[config.mk]
export PLATFORM = sky130hd
export DESIGN_NAME = parking_gate_ctrl_flat
export DESIGN_NICKNAME = d
export VERILOG_FILES = /design/src/rtl/parking_gate_ctrl_pkg.sv /design/src/rtl/parking_gate_ctrl_if.sv /design/src/rtl/parking_gate_ctrl_clock.sv /design/src/rtl/parking_gate_ctrl.sv /design/src/flat_wrapper.sv
export SDC_FILE = /design/constraint.sdc
export NUM_CORES = 1
export LEC_CHECK = 0
export BUFFER_PORTS_ARGS = -buffer_cell sky130_fd_sc_hd__buf_4
export CAP_MARGIN = 20
export CORE_MARGIN = 2
export CORE_UTILIZATION = 40
export CTS_CLUSTER_SIZE = 8
export DETAILED_ROUTE_END_ITERATION = 10
export PLACE_DENSITY = 0.63
export SYNTH_ARGS = -nofsm -noshare
export SYNTH_HDL_FRONTEND = slang
export SYNTH_HIERARCHICAL = 1
export SYNTH_SLANG_ARGS = --single-unit
[constraint.sdc]
create_clock -name clk -period 14.8 [get_ports clk]
set_input_delay 2.96 -clock clk [delete_from_list [all_inputs] [get_ports clk]]
set_output_delay 2.96 -clock clk [all_outputs]
set_load 0.05 [all_outputs]
[src/rtl/parking_gate_ctrl_pkg.sv]
// Shared widths, class encoding and the time-of-day uni reservation schedule.
package parking_pkg;

    localparam int unsigned CNT_W_DEF = 10;
    localparam int unsigned HOUR_W    = 5;
    localparam int unsigned MIN_W     = 6;

    typedef enum logic {
        CLS_GEN = 1'b0,
        CLS_UNI = 1'b1
    } cls_e;

    // Uni reservation for hour h: flat peak, stepped ramp down (floored at off), flat off-peak.
    function automatic int unsigned uni_cap_at(
        input int unsigned h,
        input int unsigned cap_peak,
        input int unsigned cap_off,
        input int unsigned peak_start,
        input int unsigned peak_end,
        input int unsigned ramp_end,
        input int unsigned ramp_step
    );
        int unsigned dec;
        if (h >= peak_start && h < peak_end) begin
            return cap_peak;
        end
        if (h >= peak_end && h < ramp_end) begin
            dec = (h - peak_end + 1) * ramp_step;
            if (cap_peak > cap_off && dec < cap_peak - cap_off) begin
                return cap_peak - dec;
            end
            return cap_off;
        end
        return cap_off;
    endfunction

endpackage

[src/rtl/parking_gate_ctrl_if.sv]
// Gate request/acknowledge bundle between barrier logic (master) and controller (slave).
interface parking_gate_ctrl_if;

    logic ent_req;
    logic ent_uni;
    logic exit_req;
    logic exit_uni;
    logic ent_ack;
    logic ent_grant;
    logic exit_ack;
    logic exit_err;

    modport master (
        output ent_req, ent_uni, exit_req, exit_uni,
        input  ent_ack, ent_grant, exit_ack, exit_err
    );

    modport slave (
        input  ent_req, ent_uni, exit_req, exit_uni,
        output ent_ack, ent_grant, exit_ack, exit_err
    );

endinterface

[src/rtl/parking_gate_ctrl_clock.sv]
// Minute/hour time-of-day counter; a load takes priority over a minute tick.
module parking_clock
    import parking_pkg::*;
#(
    parameter int unsigned INIT_HOUR = 0
) (
    input  logic              clk,
    input  logic              rst_n,
    input  logic              tick_min,
    input  logic              time_load,
    input  logic [HOUR_W-1:0] hour_in,
    output logic [HOUR_W-1:0] hour,
    output logic [MIN_W-1:0]  minute
);

    // Load clears the minute and sanitises out-of-range hours to 0; tick carries 59->0 into hour 23->0.
    always_ff @(posedge clk or negedge rst_n) begin
        if (!rst_n) begin
            hour   <= HOUR_W'(INIT_HOUR);
            minute <= '0;
        end else if (time_load) begin
            hour   <= (hour_in > HOUR_W'(23)) ? '0 : hour_in;
            minute <= '0;
        end else if (tick_min) begin
            if (minute == MIN_W'(59)) begin
                minute <= '0;
                hour   <= (hour == HOUR_W'(23)) ? '0 : hour + HOUR_W'(1);
            end else begin
                minute <= minute + MIN_W'(1);
            end
        end
    end

endmodule

[src/rtl/parking_gate_ctrl.sv]
// Parking admission controller: uni/general occupancy against an hourly capacity schedule.
module parking_gate_ctrl
    import parking_pkg::*;
#(
    parameter int unsigned TOTAL_CAP    = 700,
    parameter int unsigned UNI_CAP_PEAK = 500,
    parameter int unsigned UNI_CAP_OFF  = 200,
    parameter int unsigned PEAK_START   = 8,
    parameter int unsigned PEAK_END     = 13,
    parameter int unsigned RAMP_END     = 16,
    parameter int unsigned RAMP_STEP    = 50,
    parameter int unsigned CNT_W        = CNT_W_DEF,
    parameter int unsigned INIT_HOUR    = 0
) (
    input  logic                 clk,
    input  logic                 rst_n,
    input  logic                 tick_min,
    input  logic                 time_load,
    input  logic [HOUR_W-1:0]    hour_in,
    parking_gate_ctrl_if.slave   gate,
    output logic [HOUR_W-1:0]    hour,
    output logic [MIN_W-1:0]     minute,
    output logic [CNT_W-1:0]     uni_parked,
    output logic [CNT_W-1:0]     gen_parked,
    output logic [CNT_W-1:0]     uni_free,
    output logic [CNT_W-1:0]     gen_free,
    output logic                 uni_avail,
    output logic                 gen_avail
);

    if (TOTAL_CAP >= (64'd1 << CNT_W)) begin : g_total_cap_chk
        $error("TOTAL_CAP must fit in CNT_W bits");
    end
    if (UNI_CAP_PEAK > TOTAL_CAP || UNI_CAP_OFF > TOTAL_CAP) begin : g_uni_cap_chk
        $error("uni reservation exceeds TOTAL_CAP");
    end

    logic [CNT_W-1:0] uni_cnt;
    logic [CNT_W-1:0] gen_cnt;
    logic [CNT_W-1:0] uni_cap;
    logic [CNT_W-1:0] gen_cap;
    logic [CNT_W-1:0] uni_post;
    logic [CNT_W-1:0] gen_post;
    logic [CNT_W-1:0] uni_next;
    logic [CNT_W-1:0] gen_next;
    logic             exit_ok;
    logic             err_next;
    logic             grant_next;
    cls_e             ent_cls;
    cls_e             exit_cls;

    parking_clock #(
        .INIT_HOUR (INIT_HOUR)
    ) u_clock (
        .clk       (clk),
        .rst_n     (rst_n),
        .tick_min  (tick_min),
        .time_load (time_load),
        .hour_in   (hour_in),
        .hour      (hour),
        .minute    (minute)
    );

    assign ent_cls  = cls_e'(gate.ent_uni);
    assign exit_cls = cls_e'(gate.exit_uni);

    assign uni_cap = CNT_W'(uni_cap_at(32'(hour), UNI_CAP_PEAK, UNI_CAP_OFF,
                                       PEAK_START, PEAK_END, RAMP_END, RAMP_STEP));
    assign gen_cap = CNT_W'(TOTAL_CAP) - uni_cap;

    // Free space saturates at 0 when the schedule shrinks capacity below occupancy.
    assign uni_free   = (uni_cap > uni_cnt) ? uni_cap - uni_cnt : '0;
    assign gen_free   = (gen_cap > gen_cnt) ? gen_cap - gen_cnt : '0;
    assign uni_avail  = |uni_free;
    assign gen_avail  = |gen_free;
    assign uni_parked = uni_cnt;
    assign gen_parked = gen_cnt;

    // Exit is applied first, then the entry is judged against the post-exit occupancy.
    always_comb begin
        uni_post   = uni_cnt;
        gen_post   = gen_cnt;
        exit_ok    = 1'b0;
        err_next   = 1'b0;
        if (gate.exit_req) begin
            if (exit_cls == CLS_UNI) begin
                if (uni_cnt == '0) begin
                    err_next = 1'b1;
                end else begin
                    uni_post = uni_cnt - CNT_W'(1);
                    exit_ok  = 1'b1;
                end
            end else begin
                if (gen_cnt == '0) begin
                    err_next = 1'b1;
                end else begin
                    gen_post = gen_cnt - CNT_W'(1);
                    exit_ok  = 1'b1;
                end
            end
        end

        uni_next   = uni_post;
        gen_next   = gen_post;
        grant_next = 1'b0;
        if (gate.ent_req) begin
            // A same-class swap always admits: the entering car takes the space just vacated.
            if (exit_ok && exit_cls == ent_cls) begin
                grant_next = 1'b1;
            end else if (ent_cls == CLS_UNI) begin
                grant_next = (uni_cap > uni_post);
            end else begin
                grant_next = (gen_cap > gen_post);
            end
            if (grant_next) begin
                if (ent_cls == CLS_UNI) begin
                    uni_next = uni_post + CNT_W'(1);
                end else begin
                    gen_next = gen_post + CNT_W'(1);
                end
            end
        end
    end

    // Occupancy registers and single-cycle acknowledge/status pulses.
    always_ff @(posedge clk or negedge rst_n) begin
        if (!rst_n) begin
            uni_cnt        <= '0;
            gen_cnt        <= '0;
            gate.ent_ack   <= 1'b0;
            gate.ent_grant <= 1'b0;
            gate.exit_ack  <= 1'b0;
            gate.exit_err  <= 1'b0;
        end else begin
            uni_cnt        <= uni_next;
            gen_cnt        <= gen_next;
            gate.ent_ack   <= gate.ent_req;
            gate.ent_grant <= grant_next;
            gate.exit_ack  <= gate.exit_req;
            gate.exit_err  <= err_next;
        end
    end

endmodule

[src/flat_wrapper.sv]
// flat-port wrapper written by rule: the top's interface ports become plain ports
module parking_gate_ctrl_flat import parking_pkg::*;
#(
    parameter int unsigned TOTAL_CAP    = 700,
    parameter int unsigned UNI_CAP_PEAK = 500,
    parameter int unsigned UNI_CAP_OFF  = 200,
    parameter int unsigned PEAK_START   = 8,
    parameter int unsigned PEAK_END     = 13,
    parameter int unsigned RAMP_END     = 16,
    parameter int unsigned RAMP_STEP    = 50,
    parameter int unsigned CNT_W        = CNT_W_DEF,
    parameter int unsigned INIT_HOUR    = 0
)
  (clk, rst_n, tick_min, time_load, hour_in, hour, minute, uni_parked, gen_parked, uni_free, gen_free, uni_avail, gen_avail, gate_ent_req, gate_ent_uni, gate_exit_req, gate_exit_uni, gate_ent_ack, gate_ent_grant, gate_exit_ack, gate_exit_err);
  parking_gate_ctrl_if gate_i ();
  input  logic clk;
  input  logic rst_n;
  input  logic tick_min;
  input  logic time_load;
  input  logic [HOUR_W-1:0] hour_in;
  output logic [HOUR_W-1:0] hour;
  output logic [MIN_W-1:0] minute;
  output logic [CNT_W-1:0] uni_parked;
  output logic [CNT_W-1:0] gen_parked;
  output logic [CNT_W-1:0] uni_free;
  output logic [CNT_W-1:0] gen_free;
  output logic uni_avail;
  output logic gen_avail;
  input wire logic [$bits(gate_i.ent_req)-1:0] gate_ent_req;
  input wire logic [$bits(gate_i.ent_uni)-1:0] gate_ent_uni;
  input wire logic [$bits(gate_i.exit_req)-1:0] gate_exit_req;
  input wire logic [$bits(gate_i.exit_uni)-1:0] gate_exit_uni;
  output wire logic [$bits(gate_i.ent_ack)-1:0] gate_ent_ack;
  output wire logic [$bits(gate_i.ent_grant)-1:0] gate_ent_grant;
  output wire logic [$bits(gate_i.exit_ack)-1:0] gate_exit_ack;
  output wire logic [$bits(gate_i.exit_err)-1:0] gate_exit_err;
  assign gate_i.ent_req = gate_ent_req;
  assign gate_i.ent_uni = gate_ent_uni;
  assign gate_i.exit_req = gate_exit_req;
  assign gate_i.exit_uni = gate_exit_uni;
  assign gate_ent_ack = gate_i.ent_ack;
  assign gate_ent_grant = gate_i.ent_grant;
  assign gate_exit_ack = gate_i.exit_ack;
  assign gate_exit_err = gate_i.exit_err;
  parking_gate_ctrl #(.TOTAL_CAP(TOTAL_CAP), .UNI_CAP_PEAK(UNI_CAP_PEAK), .UNI_CAP_OFF(UNI_CAP_OFF), .PEAK_START(PEAK_START), .PEAK_END(PEAK_END), .RAMP_END(RAMP_END), .RAMP_STEP(RAMP_STEP), .CNT_W(CNT_W), .INIT_HOUR(INIT_HOUR)) u_core (.clk(clk), .rst_n(rst_n), .tick_min(tick_min), .time_load(time_load), .hour_in(hour_in), .gate(gate_i), .hour(hour), .minute(minute), .uni_parked(uni_parked), .gen_parked(gen_parked), .uni_free(uni_free), .gen_free(gen_free), .uni_avail(uni_avail), .gen_avail(gen_avail));
endmodule
# Yosys cells after proc, flatten, opt, wreduce, memory -nomap -nowiden
# Index checks and enable logic that the tools add are counted.
dict set report totals {
  mem_bits_rw 0
  word_cells 90
  latch_bits 0
  romBits 0
  ff_bits 35
  input_bits 13
  out_inout_bits 57
  n_memories 0
}
dict set report classes {
  n_reduce_logical 10
  n_lt_le_gt_ge 10
  bitwise_logic 0
  n_eq_ne 3
  div 0
  n_mux 46
  add_sub_neg 12
  n_mul 1
  shift 0
}
# cell n
set op_table {}
lappend op_table {{2-to-1 mux 10 bit} 19}
lappend op_table {{> comparator 10 bit} 4}
lappend op_table {{adder 32 x 1 -> 32 bit, second input constant} 1}
lappend op_table {{less-than comparator 32 x 9 -> 1 bit, second input constant} 1}
lappend op_table {{multiplier 32 x 5 -> 31 bit, second input constant} 1}
lappend op_table {{2-to-1 mux 5 bit} 5}
lappend op_table {{adder 10 x 1 -> 10 bit, second input constant} 2}
lappend op_table {{logical NOT 10 bit} 2}
lappend op_table {{OR reduction 10 bit} 2}
lappend op_table {{subtractor 10 x 1 -> 10 bit, second input constant} 2}
lappend op_table {{subtractor 10 bit} 2}
lappend op_table {{2-to-1 mux 1 bit} 18}
lappend op_table {{2-to-1 mux 6 bit} 3}
lappend op_table {{>= comparator 5 x 4 -> 1 bit, second input constant} 2}
lappend op_table {{subtractor 10 bit, first input constant} 1}
lappend op_table {{subtractor 9 x 10 -> 10 bit, first input constant} 1}
lappend op_table {{2-to-1 mux 9 bit} 1}
lappend op_table {{adder 6 x 1 -> 6 bit, second input constant} 1}
lappend op_table {{equality test 6 bit, second input constant} 1}
lappend op_table {{subtractor 5 x 4 -> 6 bit, second input constant} 1}
lappend op_table {{adder 5 x 1 -> 5 bit, second input constant} 1}
lappend op_table {{equality test 5 bit, second input constant} 1}
lappend op_table {{> comparator 5 bit, second input constant} 1}
lappend op_table {{less-than comparator 5 x 4 -> 1 bit, second input constant} 1}
lappend op_table {{5 further kinds} 8}

# Longest topological paths before layout
# Gate-level depths: netlist (run 1).
dict set report logic_depth {
  word_depth 18
  mapped_depth 41
}

# Cells and area by module
# Netlist (run 1), hierarchy kept.
# module cells_each area_each_um2 instances
set by_module_without_submodules {}
lappend by_module_without_submodules {parking_gate_ctrl 604 4850.9 1}
lappend by_module_without_submodules {parking_clock 58 614.3 1}

# Least setup slack after synthesis (run 1)
# No wires, ideal clock.
dict set report synth_timing {
  kind {register -> output}
  start {register u_core.u_clock.hour[0]}
  end {output port gen_avail}
  n_path_buf 2
  required_time_ns 11.840
  arrival_ns 9.010
  stages_incl_launch_ff 39
  path_slack_ns 2.830
  path_cell_list {dfrtp_1 buf_6 inv_2 ha_1 clkbuf_1 inv_1 nor4_1 a31oi_1 nor3_1 a311oi_1 ha_1 ha_1 inv_1 fa_1 inv_1 ha_1 nand3_1 a2bb2oi_2 [3 not listed] nand2_1 nor4_1 o21ai_0 or4_4 a2111oi_4 and2_2 ha_1 nand2_1 nor3_1 and3_2 o21ai_1 ha_1 a21o_1 a21oi_1 o221ai_1 xnor2_1 and4_1 a31oi_1}
}
dict set report synth_between {
  elab_chain_len 15
  word_cells_on_any_way 28
  classes_between {5 x add/sub; 1 x mul; 6 x order compare; 13 x mux; 3 x reduce/logical}
}
# item line_no
set synth_rtl {}
lappend synth_rtl {{start: declaration} parking_gate_ctrl_clock.sv:12} ;# output logic [HOUR_W-1:0] hour,
lappend synth_rtl {{start signal: assignment} parking_gate_ctrl_clock.sv:19} ;# hour <= HOUR_W'(INIT_HOUR);
lappend synth_rtl {{start signal: assignment} parking_gate_ctrl_clock.sv:22} ;# hour <= (hour_in > HOUR_W'(23)) ? '0 : hour_in;
lappend synth_rtl {{start signal: assignment} parking_gate_ctrl_clock.sv:27} ;# hour <= (hour == HOUR_W'(23)) ? '0 : hour + HOUR_W'(1);
lappend synth_rtl {{subtractor 5 x 4 -> 6 bit} parking_gate_ctrl_pkg.sv:28} ;# dec = (h - peak_end + 1) * ramp_step;
lappend synth_rtl {{adder 32 x 1 -> 32 bit} parking_gate_ctrl_pkg.sv:28}
lappend synth_rtl {{multiplier 32 x 5 -> 31 bit} parking_gate_ctrl_pkg.sv:28}
lappend synth_rtl {{less-than comparator 32 x 9 -> 1 bit} parking_gate_ctrl_pkg.sv:29} ;# if (cap_peak > cap_off && dec < cap_peak - cap_off) begin
lappend synth_rtl {{2-to-1 mux 1 bit} parking_gate_ctrl_pkg.sv:29}
lappend synth_rtl {{2-to-1 mux 1 bit (2 in a row)} parking_gate_ctrl_pkg.sv:27} ;# if (h >= peak_end && h < ramp_end) begin
lappend synth_rtl {{2-to-1 mux 10 bit} parking_gate_ctrl_pkg.sv:32} ;# return cap_off;
lappend synth_rtl {{2-to-1 mux 10 bit} parking_gate_ctrl_pkg.sv:27}
lappend synth_rtl {{2-to-1 mux 10 bit} parking_gate_ctrl_pkg.sv:34} ;# return cap_off;
lappend synth_rtl {{2-to-1 mux 10 bit (*)} parking_gate_ctrl_pkg.sv:27}
lappend synth_rtl {{subtractor 10 bit (*)} parking_gate_ctrl.sv:69} ;# assign gen_cap = CNT_W'(TOTAL_CAP) - uni_cap;
lappend synth_rtl {{subtractor 10 bit or > comparator 10 bit (tied branches)} parking_gate_ctrl.sv:73} ;# assign gen_free = (gen_cap > gen_cnt) ? gen_cap - gen_cnt : '0;
lappend synth_rtl {{2-to-1 mux 10 bit (*)} parking_gate_ctrl.sv:73}
lappend synth_rtl {{OR reduction 10 bit (*)} parking_gate_ctrl.sv:75} ;# assign gen_avail = |gen_free;
lappend synth_rtl {{end: declaration} flat_wrapper.sv:28} ;# output logic gen_avail;
# Every way passes the cells marked *; elsewhere a longest branch is shown, timed or not. The select of a mux whose other input is x is not followed.

# Worst setup path after layout (run 1)
dict set report layout_timing {
  start {register u_core.u_clock.hour[0]}
  end {output port gen_free[2]}
}
dict set report layout_between {
  elab_chain_len 14
  word_cells_on_any_way 27
  classes_between {5 x add/sub; 1 x mul; 6 x order compare; 13 x mux; 2 x reduce/logical}
}
# item line_no
set layout_rtl {}
lappend layout_rtl {{subtractor 5 x 4 -> 6 bit} parking_gate_ctrl_pkg.sv:28}
lappend layout_rtl {{adder 32 x 1 -> 32 bit} parking_gate_ctrl_pkg.sv:28}
lappend layout_rtl {{multiplier 32 x 5 -> 31 bit} parking_gate_ctrl_pkg.sv:28}
lappend layout_rtl {{less-than comparator 32 x 9 -> 1 bit} parking_gate_ctrl_pkg.sv:29}
lappend layout_rtl {{2-to-1 mux 1 bit} parking_gate_ctrl_pkg.sv:29}
lappend layout_rtl {{2-to-1 mux 1 bit (2 in a row)} parking_gate_ctrl_pkg.sv:27}
lappend layout_rtl {{2-to-1 mux 10 bit} parking_gate_ctrl_pkg.sv:32}
lappend layout_rtl {{2-to-1 mux 10 bit} parking_gate_ctrl_pkg.sv:27}
lappend layout_rtl {{2-to-1 mux 10 bit} parking_gate_ctrl_pkg.sv:34}
lappend layout_rtl {{2-to-1 mux 10 bit (*)} parking_gate_ctrl_pkg.sv:27}
lappend layout_rtl {{subtractor 10 bit (*)} parking_gate_ctrl.sv:69}
lappend layout_rtl {{subtractor 10 bit or > comparator 10 bit (tied branches)} parking_gate_ctrl.sv:73}
lappend layout_rtl {{2-to-1 mux 10 bit (*)} parking_gate_ctrl.sv:73}
lappend layout_rtl {{end: declaration} flat_wrapper.sv:26} ;# output logic [CNT_W-1:0] gen_free;
# Marks and branches as above.

==> results of run 1 <==
## flip-flops by register name (all words and copies together) (netlist names)
name	count
u_core/u_clock/hour	5
u_core/gate.exit_ack	1
u_core/gen_parked	10
u_core/gate.ent_grant	1
u_core/gate.exit_err	1
u_core/u_clock/minute	6
u_core/uni_parked	10
u_core/gate.ent_ack	1
## worst min-delay path by stage
stage                               end                startpoint  cells past startpoint  slack [ns]
2_1_floorplan  u_core/u_clock/minute[5]  u_core/u_clock/minute[5]                      2        0.80
3_3_place_gp   u_core/u_clock/minute[1]  u_core/u_clock/minute[1]                      2        0.56
3_5_place_dp   u_core/u_clock/minute[1]  u_core/u_clock/minute[1]                      2        0.58
4_1_cts        u_core/u_clock/minute[5]  u_core/u_clock/minute[5]                      2        0.60
5_1_grt        u_core/u_clock/minute[0]  u_core/u_clock/minute[0]                      2        0.66
6_report       u_core/u_clock/minute[5]  u_core/u_clock/minute[5]                      2        0.59
## through the flow
| stage | instances | utilization, % |
|---|---|---|
| after floorplan | 663 | - |
| after global placement | 892 | 45.8 |
| after detailed placement | 892 | 45.8 |
| after CTS | 900 | 47.3 |
| after global routing | 901 | 47.3 |
| final | 901 | 47.3 |
## cells in the final DEF, fill, tap and decap left out, types with 6 or more instances in the layout
cell type and count:
nand2_1 27, ha_1 72, dfrtp_1 35, nor3_1 22
nand4_1 17, a31oi_1 7, a211oi_1 7, mux2i_1 8
nor4_1 6, o21ai_2 8, fa_1 9, nand3_1 22
or3_1 8, and3_1 6, xnor2_1 34, nor2_1 68
buf_4 69, o21a_1 9, nand2b_1 9, xor2_1 31
a21oi_1 35, inv_1 61, a21o_1 14, nor2b_1 13
o21ai_0 18
## routing by layer
metal | GRT usage (%) | share of wire (%)
met4 | 3.13 | 1.2
met1 | 24.9 | 46
met3 | 3.24 | 4.7
met5 | 0 | 0
met2 | 33.1 | 48
## cells by family after synthesis
family	share of synthesized area, %
compound gates	19.8
xor+xnor	10.8
simple gates	25.2
fa+ha+maj	20.0
flops	16.0
other cells	0.0686
buf+inv	6.30
mux	1.88
## worst min-delay path, cell delays in order (launching register included)
cell and delay [ns]:
dfrtp_1 0.40, o21ai_0 0.09, a21oi_1 0.06
## area by class of cell
| type | count | share of cell area, % |
|---|---|---|
| clock buffer | 6 | 2.05 |
| clock inverter | 2 | 0.955 |
| inverter | 62 | 3.70 |
| multi-input combinational | 550 | 67.6 |
| sequential | 35 | 13.9 |
| tap | 176 | 3.50 |
| timing repair buffer | 70 | 8.32 |
==> reports/qor.csv, run 1 <==
metric;value;unit
reg2reg setup slack;5.27;ns
crit path buf inv count;5;
Area growth, synth to finish;15.1;%
Critical Path Source;u_core/u_clock/hour[0];
largest net degree at the start of global routing;36;
count leader, synth;ha_1;
Yosys cell types;90;
ANT cells;0;
Max Buffers Root-to-Sink;2;
DRC Markers;0;
Worst Reg-to-Reg Cells;37;
Layout fillers;1276;
main flop type after synthesis;dfrtp_1;
RSZ-0062 raised after global routing;no;
GRT overflow;0;
max-slew violation count;0;
sequential cell area;876;µm²
IO Count;70;
WP depth;38;
fin area;6290;µm²
via count;4970;
worst setup margin;1.65;ns
CP most frequent cell;ha_1;
post-detailed-routing wire length;13900;µm
port bufs;69;
Via density;5.52;
postcts setup bufs;0;
setup slack at placement;2.00;ns
actual slew at the worst max-slew pin;0.991;ns
DRT iter0 DRCs;426;
Ys Warns;6;
Yosys top cell by area;ha_1;
endpoints failing setup;0;
CTS tree;built;
fmax;76.1;MHz
Syn Inst Count;662;
post_cts resized;0;
Total GRT Usage;19.0;%
# clock sinks;35;
status;complete, no violations;
DRT antenna net count;0;
Tmin final;13.15;ns
type of the worst setup path;reg2out;
Clock Latency Late Sink;0.28;ns
Die Footprint;14600;µm²
top cells by area, synth;ha_1, dfrtp_1, xnor2_1;
sequential fraction of the synthesis area;16.0;%
total CTS buffers;5;
Multi-input gate area;4250;µm²
slew margin rel.;33.2;%
RR Endpoint;u_core/gen_parked[1];
Final #Nets;818;
Hold Crit Class;reg2reg;
initial core utilization;41.1;%
Clock transition at path regs;0.06;ns
Setup crit start kind;register;
Setup Skew;0.00708;ns
slowest CP cell;a311oi_1;
Avg Cell Area, Syn;8.26;µm²
critical path arrival;10.19;ns
share of layout cells above drive strength 1;17.5;%
hold slack final;0.594;ns
Req. time, crit path;11.84;ns
flops & latches, synth;35;
Hold Vio Cnt, Final;0;
Post-synth ARST share;100;%
period utilisation layout;88.8;%
number of global-route vias before repair;4927;
Synth Cell Area;5470;µm²
area share of the largest cell type after synthesis;16.5;%
Worst path top cell family by delay;compound AO/OA/AOI/OAI gates;
CTS Hold Buffers Added;0;
most common library cells after synthesis;ha_1, nor2_1, inv_1;
htree depth;2;
launch point of the worst reg-to-reg path;u_core/u_clock/hour[0];
hpwl dp;11300;µm
critical-path maximum fanout;19;
number of flops mapped to enable cells by yosys;0;
Placed Instance Area;6100;µm²
Crit. End Element;output pin;
first-pass GRT wire length;23000;µm
# rows;42;
initial antenna violation count;0;
WL/cell;15.5;µm
first drt pass iteration count;5;
Max-Cap Viols;0;
die width;121;µm
GPL Wtd Cong;0.933;
clk root buf;clkbuf_16;
final setup TNS;0;ns
die height;121;µm
CORE AREA;13300;µm²
crit path to;gen_free[2];
Largest stage delay, worst path;0.78;ns
Power of run 1 is left out: the tool's default activity adds up to more than one toggle a clock period on the data nets, which glitch-free logic cannot reach.
==> inputs of run 2 (changes only) <==
- CORE_MARGIN: 2 -> 3
- PLACE_DENSITY: 0.63 -> 0.61
- RECOVER_POWER: not set -> 25
- SYNTH_HIERARCHICAL: 1 -> not set
==> reports/qor.csv, run 2 <==
metric;value;unit
status;complete, but fails checks;
failing checks;capacitance limit, slew limit;
non-filler cells, final;1245;
Clock Latency Late Sink;0.28;ns
Hold Path Sink;u_core.u_clock.minute[0];
Syn Inst Count;963;
GRT overflow;0;
area share of the largest cell type after synthesis;20.9;%
commonest cells after routing, fill and taps aside;ha_1, inv_1, nor2_1;
Hold Startpoint;u_core.u_clock.minute[0];
dpl cells;1237;
Setup crit start kind;register;
final setup TNS;0;ns
fin area;8420;µm²
Tmin final;13.82;ns
Yosys top cell by area;ha_1;
die width;144;µm
Yosys cell types;80;
Hold Vio Cnt, Final;0;
main flop type after synthesis;dfrtp_1;
met1 wire length;10200;µm
fmax;72.3;MHz
share of layout cells above drive strength 1;9.45;%
postcts setup bufs;0;
flops & latches, synth;35;
critical-path maximum fanout;14;
max-slew violation count;36;
number of flops mapped to enable cells by yosys;0;
Final #Nets;1182;
slew margin rel.;-32.3;%
reg2reg setup slack;4.25;ns
Synth Cell Area;7610;µm²
first-pass GRT wire length;34000;µm
RSZ-0062 raised after global routing;no;
total CTS buffers;5;
via count;7088;
ANT cells;0;
count leader, synth;ha_1;
port bufs;69;
CTS Hold Buffers Added;0;
clk root buf;clkbuf_16;
Total GRT Usage;20.1;%
GPL Wtd Cong;0.935;
DRT iter0 DRCs;518;
Via density;5.69;
DRC Markers;0;
Crit. End Element;output pin;
number of global-route vias before repair;6663;
Avg Cell Area, Syn;7.90;µm²
Die Footprint;20700;µm²
WL met3;1150;µm
Setup Skew;0.00621;ns
hold path depth;1;
hpwl dp;17700;µm
CTS tree;built;
DRT antenna net count;0;
Max-Cap Viols;1;
WL/cell;16.9;µm
Clock transition at path regs;0.06;ns
CORE AREA;18300;µm²
RR Endpoint;u_core.gen_parked[8];
Post-synth ARST share;100;%
# rows;49;
post-detailed-routing wire length;21100;µm
# clock sinks;35;
Hold Crit Class;reg2reg;
met2 wire length;9540;µm
Ys Warns;0;
type of the worst setup path;reg2out;
launch point of the worst reg-to-reg path;u_core.u_clock.hour[2];
Largest stage delay, worst path;0.64;ns
htree depth;2;
initial antenna violation count;0;
Max Used Layer;met4;
Req. time, crit path;11.84;ns
first drt pass iteration count;7;
endpoints failing setup;0;
sequential fraction of the synthesis area;11.5;%
Area growth, synth to finish;10.7;%
slowest CP cell;dfrtp_1;
actual slew at the worst max-slew pin;1.98;ns
commonest non-fill, non-tap cell in the layout;ha_1;
Max Buffers Root-to-Sink;2;
largest net degree at the start of global routing;36;
period utilisation layout;93.4;%
Worst Reg-to-Reg Cells;37;
top cells by area, synth;ha_1, dfrtp_1, fa_1;
die height;144;µm
initial core utilization;41.5;%
post_cts resized;0;
most common library cells after synthesis;ha_1, inv_1, nor2_1;
critical path arrival;10.86;ns
IO Count;70;
CP most frequent cell;ha_1;
Placed Instance Area;8290;µm²
run 2: how the worst max path moves through the flow:
stage / slack, ns / start / depth (start not counted) / to
final: 0.98 / u_core.u_clock.hour[2] / 38 / gen_avail
after detailed placement: 1.37 / u_core.u_clock.hour[2] / 38 / gen_avail
after CTS: 1.03 / u_core.u_clock.hour[0] / 38 / gen_avail
after floorplan: 1.80 / u_core.u_clock.hour[0] / 39 / gen_avail
after global routing: 0.11 / u_core.u_clock.hour[2] / 38 / gen_avail
after global placement: 1.54 / u_core.u_clock.hour[0] / 38 / gen_avail
run 2: worst max-delay path: cells and delay by family (launching register included):
family          cells  cell delay (ns)
compound gates     13             3.18
flops               1             0.64
fa+ha+maj           8             2.94
xor+xnor            2             0.67
simple gates       11             2.63
buf+inv             4             0.51
run 2: cells by family (layout without fill, tap and decap cells):
logic type               Yosys count  count (layout)  share of synthesized area (%)
AO/OA/AOI/OAI                    239             239                           21.3
XOR/XNOR                          80              80                           9.39
flip-flops                        35              35                           11.5
adder cells (fa/ha/maj)          154             154                           28.0
buffers and inverters            144             196                           7.58
AND/OR/NAND/NOR                  301             301                           21.0
other                              1               2                         0.0493
multiplexers                       9               9                           1.22
run 2: metrics by stage:
step / worst slack (ns) / utilization [%] / hold WS [ns]
floorplan: 1.80 / - / 0.783
finish: 0.975 / 45.9 / 0.537
CTS: 1.03 / 46.0 / 0.546
global route: 0.112 / 45.9 / 0.596
global placement: 1.54 / 45.2 / 0.537
detailed placement: 1.37 / 45.2 / 0.536
run 2: area by class of cell:
class | instances | area [µm²]
Sequential cell | 35 | 876
Clock inverter | 2 | 12.5
Fill cell | 1857 | 9910
Clock buffer | 6 | 129
Tap cell | 229 | 287
Inverter | 118 | 443
Multi-Input combinational cell | 785 | 6160
Timing Repair Buffer | 70 | 514
run 2: metal layers:
layer | track usage [%] | vias up
li1 | - | 3552
met1 | 29.8 | 3291
met2 | 31.7 | 225
met3 | 2.80 | 20
met4 | 2.87 | 0
met5 | 0 | -
Power of run 2 is left out for the same reason.
==> inputs of run 3 (changes only) <==
- CORE_UTILIZATION: 40 -> 63
- PLACE_DENSITY: 0.61 -> 0.88
==> reports/qor.csv, run 3 (same netlist as run 2, synthesis figures left out) <==
metric;value;unit
DRT iter0 DRCs;753;
failing checks;capacitance limit, slew limit;
WP depth;38;
commonest cells after routing, fill and taps aside;ha_1, inv_1, nor2_1;
actual slew at the worst max-slew pin;2.00;ns
CTS tree;built;
die height;116;µm
Total GRT Usage;30.9;%
initial core utilization;65.5;%
port bufs;69;
slowest CP cell;dfrtp_1;
CP most frequent cell;ha_1;
Req. time, crit path;11.84;ns
post_cts resized;0;
total CTS buffers;5;
critical-path maximum fanout;14;
CTS Hold Buffers Added;0;
type of the worst setup path;reg2out;
hpwl dp;17100;µm
post-detailed-routing wire length;21000;µm
Core Util, Final;72.0;%
share of layout cells above drive strength 1;9.45;%
setup slack at placement;1.60;ns
max-slew violation count;36;
# rows;39;
DRC Markers;0;
Final #Nets;1182;
Hold Vio Cnt, Final;0;
first-pass GRT wire length;33800;µm
Max Buffers Root-to-Sink;2;
critical path arrival;10.71;ns
DRT antenna net count;0;
GPL Wtd Cong;0.987;
Worst path top cell family by delay;adder cells;
largest net degree at the start of global routing;36;
status;complete, but fails checks;
hold path depth;1;
crit path buf inv count;4;
commonest non-fill, non-tap cell in the layout;ha_1;
clk root buf;clkbuf_16;
ANT cells;0;
via count;7499;
Tmin final;13.67;ns
postcts setup bufs;0;
Setup Skew;0.00318;ns
CORE AREA;11600;µm²
worst setup margin;1.13;ns
Crit. End Element;output pin;
Largest stage delay, worst path;0.65;ns
Setup crit start kind;register;
IO Count;70;
Clock Latency Late Sink;0.28;ns
Worst Reg-to-Reg Cells;38;
endpoints failing setup;0;
number of global-route vias before repair;6949;
WL/cell;18.2;µm
fmax;73.2;MHz
slew margin rel.;-33.3;%
Via density;6.47;
final setup TNS;0;ns
htree depth;2;
first drt pass iteration count;6;
die width;116;µm
Hold Crit Class;reg2reg;
reg2reg setup slack;4.25;ns
RSZ-0062 raised after global routing;no;
GRT overflow;0;
Die Footprint;13400;µm²
initial antenna violation count;0;
Clock transition at path regs;0.05;ns
period utilisation layout;92.3;%
Area growth, synth to finish;9.88;%
Max-Cap Viols;1;
# clock sinks;35;
[run 3: changes by cell type in the layout (fill, tap and decap cells not counted)]
cell,before,now
bufinv_16,0,2
clkinvlp_4,1,0
clkinv_2,1,0
[run 3: metrics by stage]
step / hold slack, ns / std cells / cell area, µm²
after global placement: 0.527 / 1151 / 8190
final: 0.533 / 1159 / 8360
after global routing: 0.555 / 1159 / 8360
after detailed placement: 0.529 / 1151 / 8190
after CTS: 0.536 / 1159 / 8370
after floorplan: 0.783 / 964 / 7610
[run 3: path summary, 6_finish.rpt]
check | startpoint | end
setup reg to reg | u_core.u_clock.hour[2] | u_core.gen_parked[8]
hold / removal | u_core.u_clock.minute[5] | u_core.u_clock.minute[5]
setup / recovery | u_core.u_clock.hour[2] | gen_avail
hold reg to reg | u_core.u_clock.minute[5] | u_core.u_clock.minute[5]
max in group asynchronous | rst_n | u_core.u_clock.minute[2]
min in group asynchronous | rst_n | u_core.gate.ent_ack
[run 3: layer usage]
layer | share of wire (%) | vias to the layer above | routed length (µm) | GRT usage (%)
met4 | 1.6 | 0 | 342 | 6.19
met2 | 46 | 354 | 9650 | 48.6
met3 | 7.7 | 38 | 1630 | 4.54
met1 | 45 | 3561 | 9420 | 45.3
met5 | 0 | - | 0 | 0
li1 | - | 3546 | - | -
[run 3: final cells by class]
cell class	count	area, µm²
Sequential cell	35	876
Multi-Input combinational cell	785	6160
Clock inverter	2	60.1
Tap cell	143	179
Clock buffer	6	129
Inverter	118	443
Fill cell	922	3250
Timing Repair Buffer	70	514
Power of run 3 is left out for the same reason.
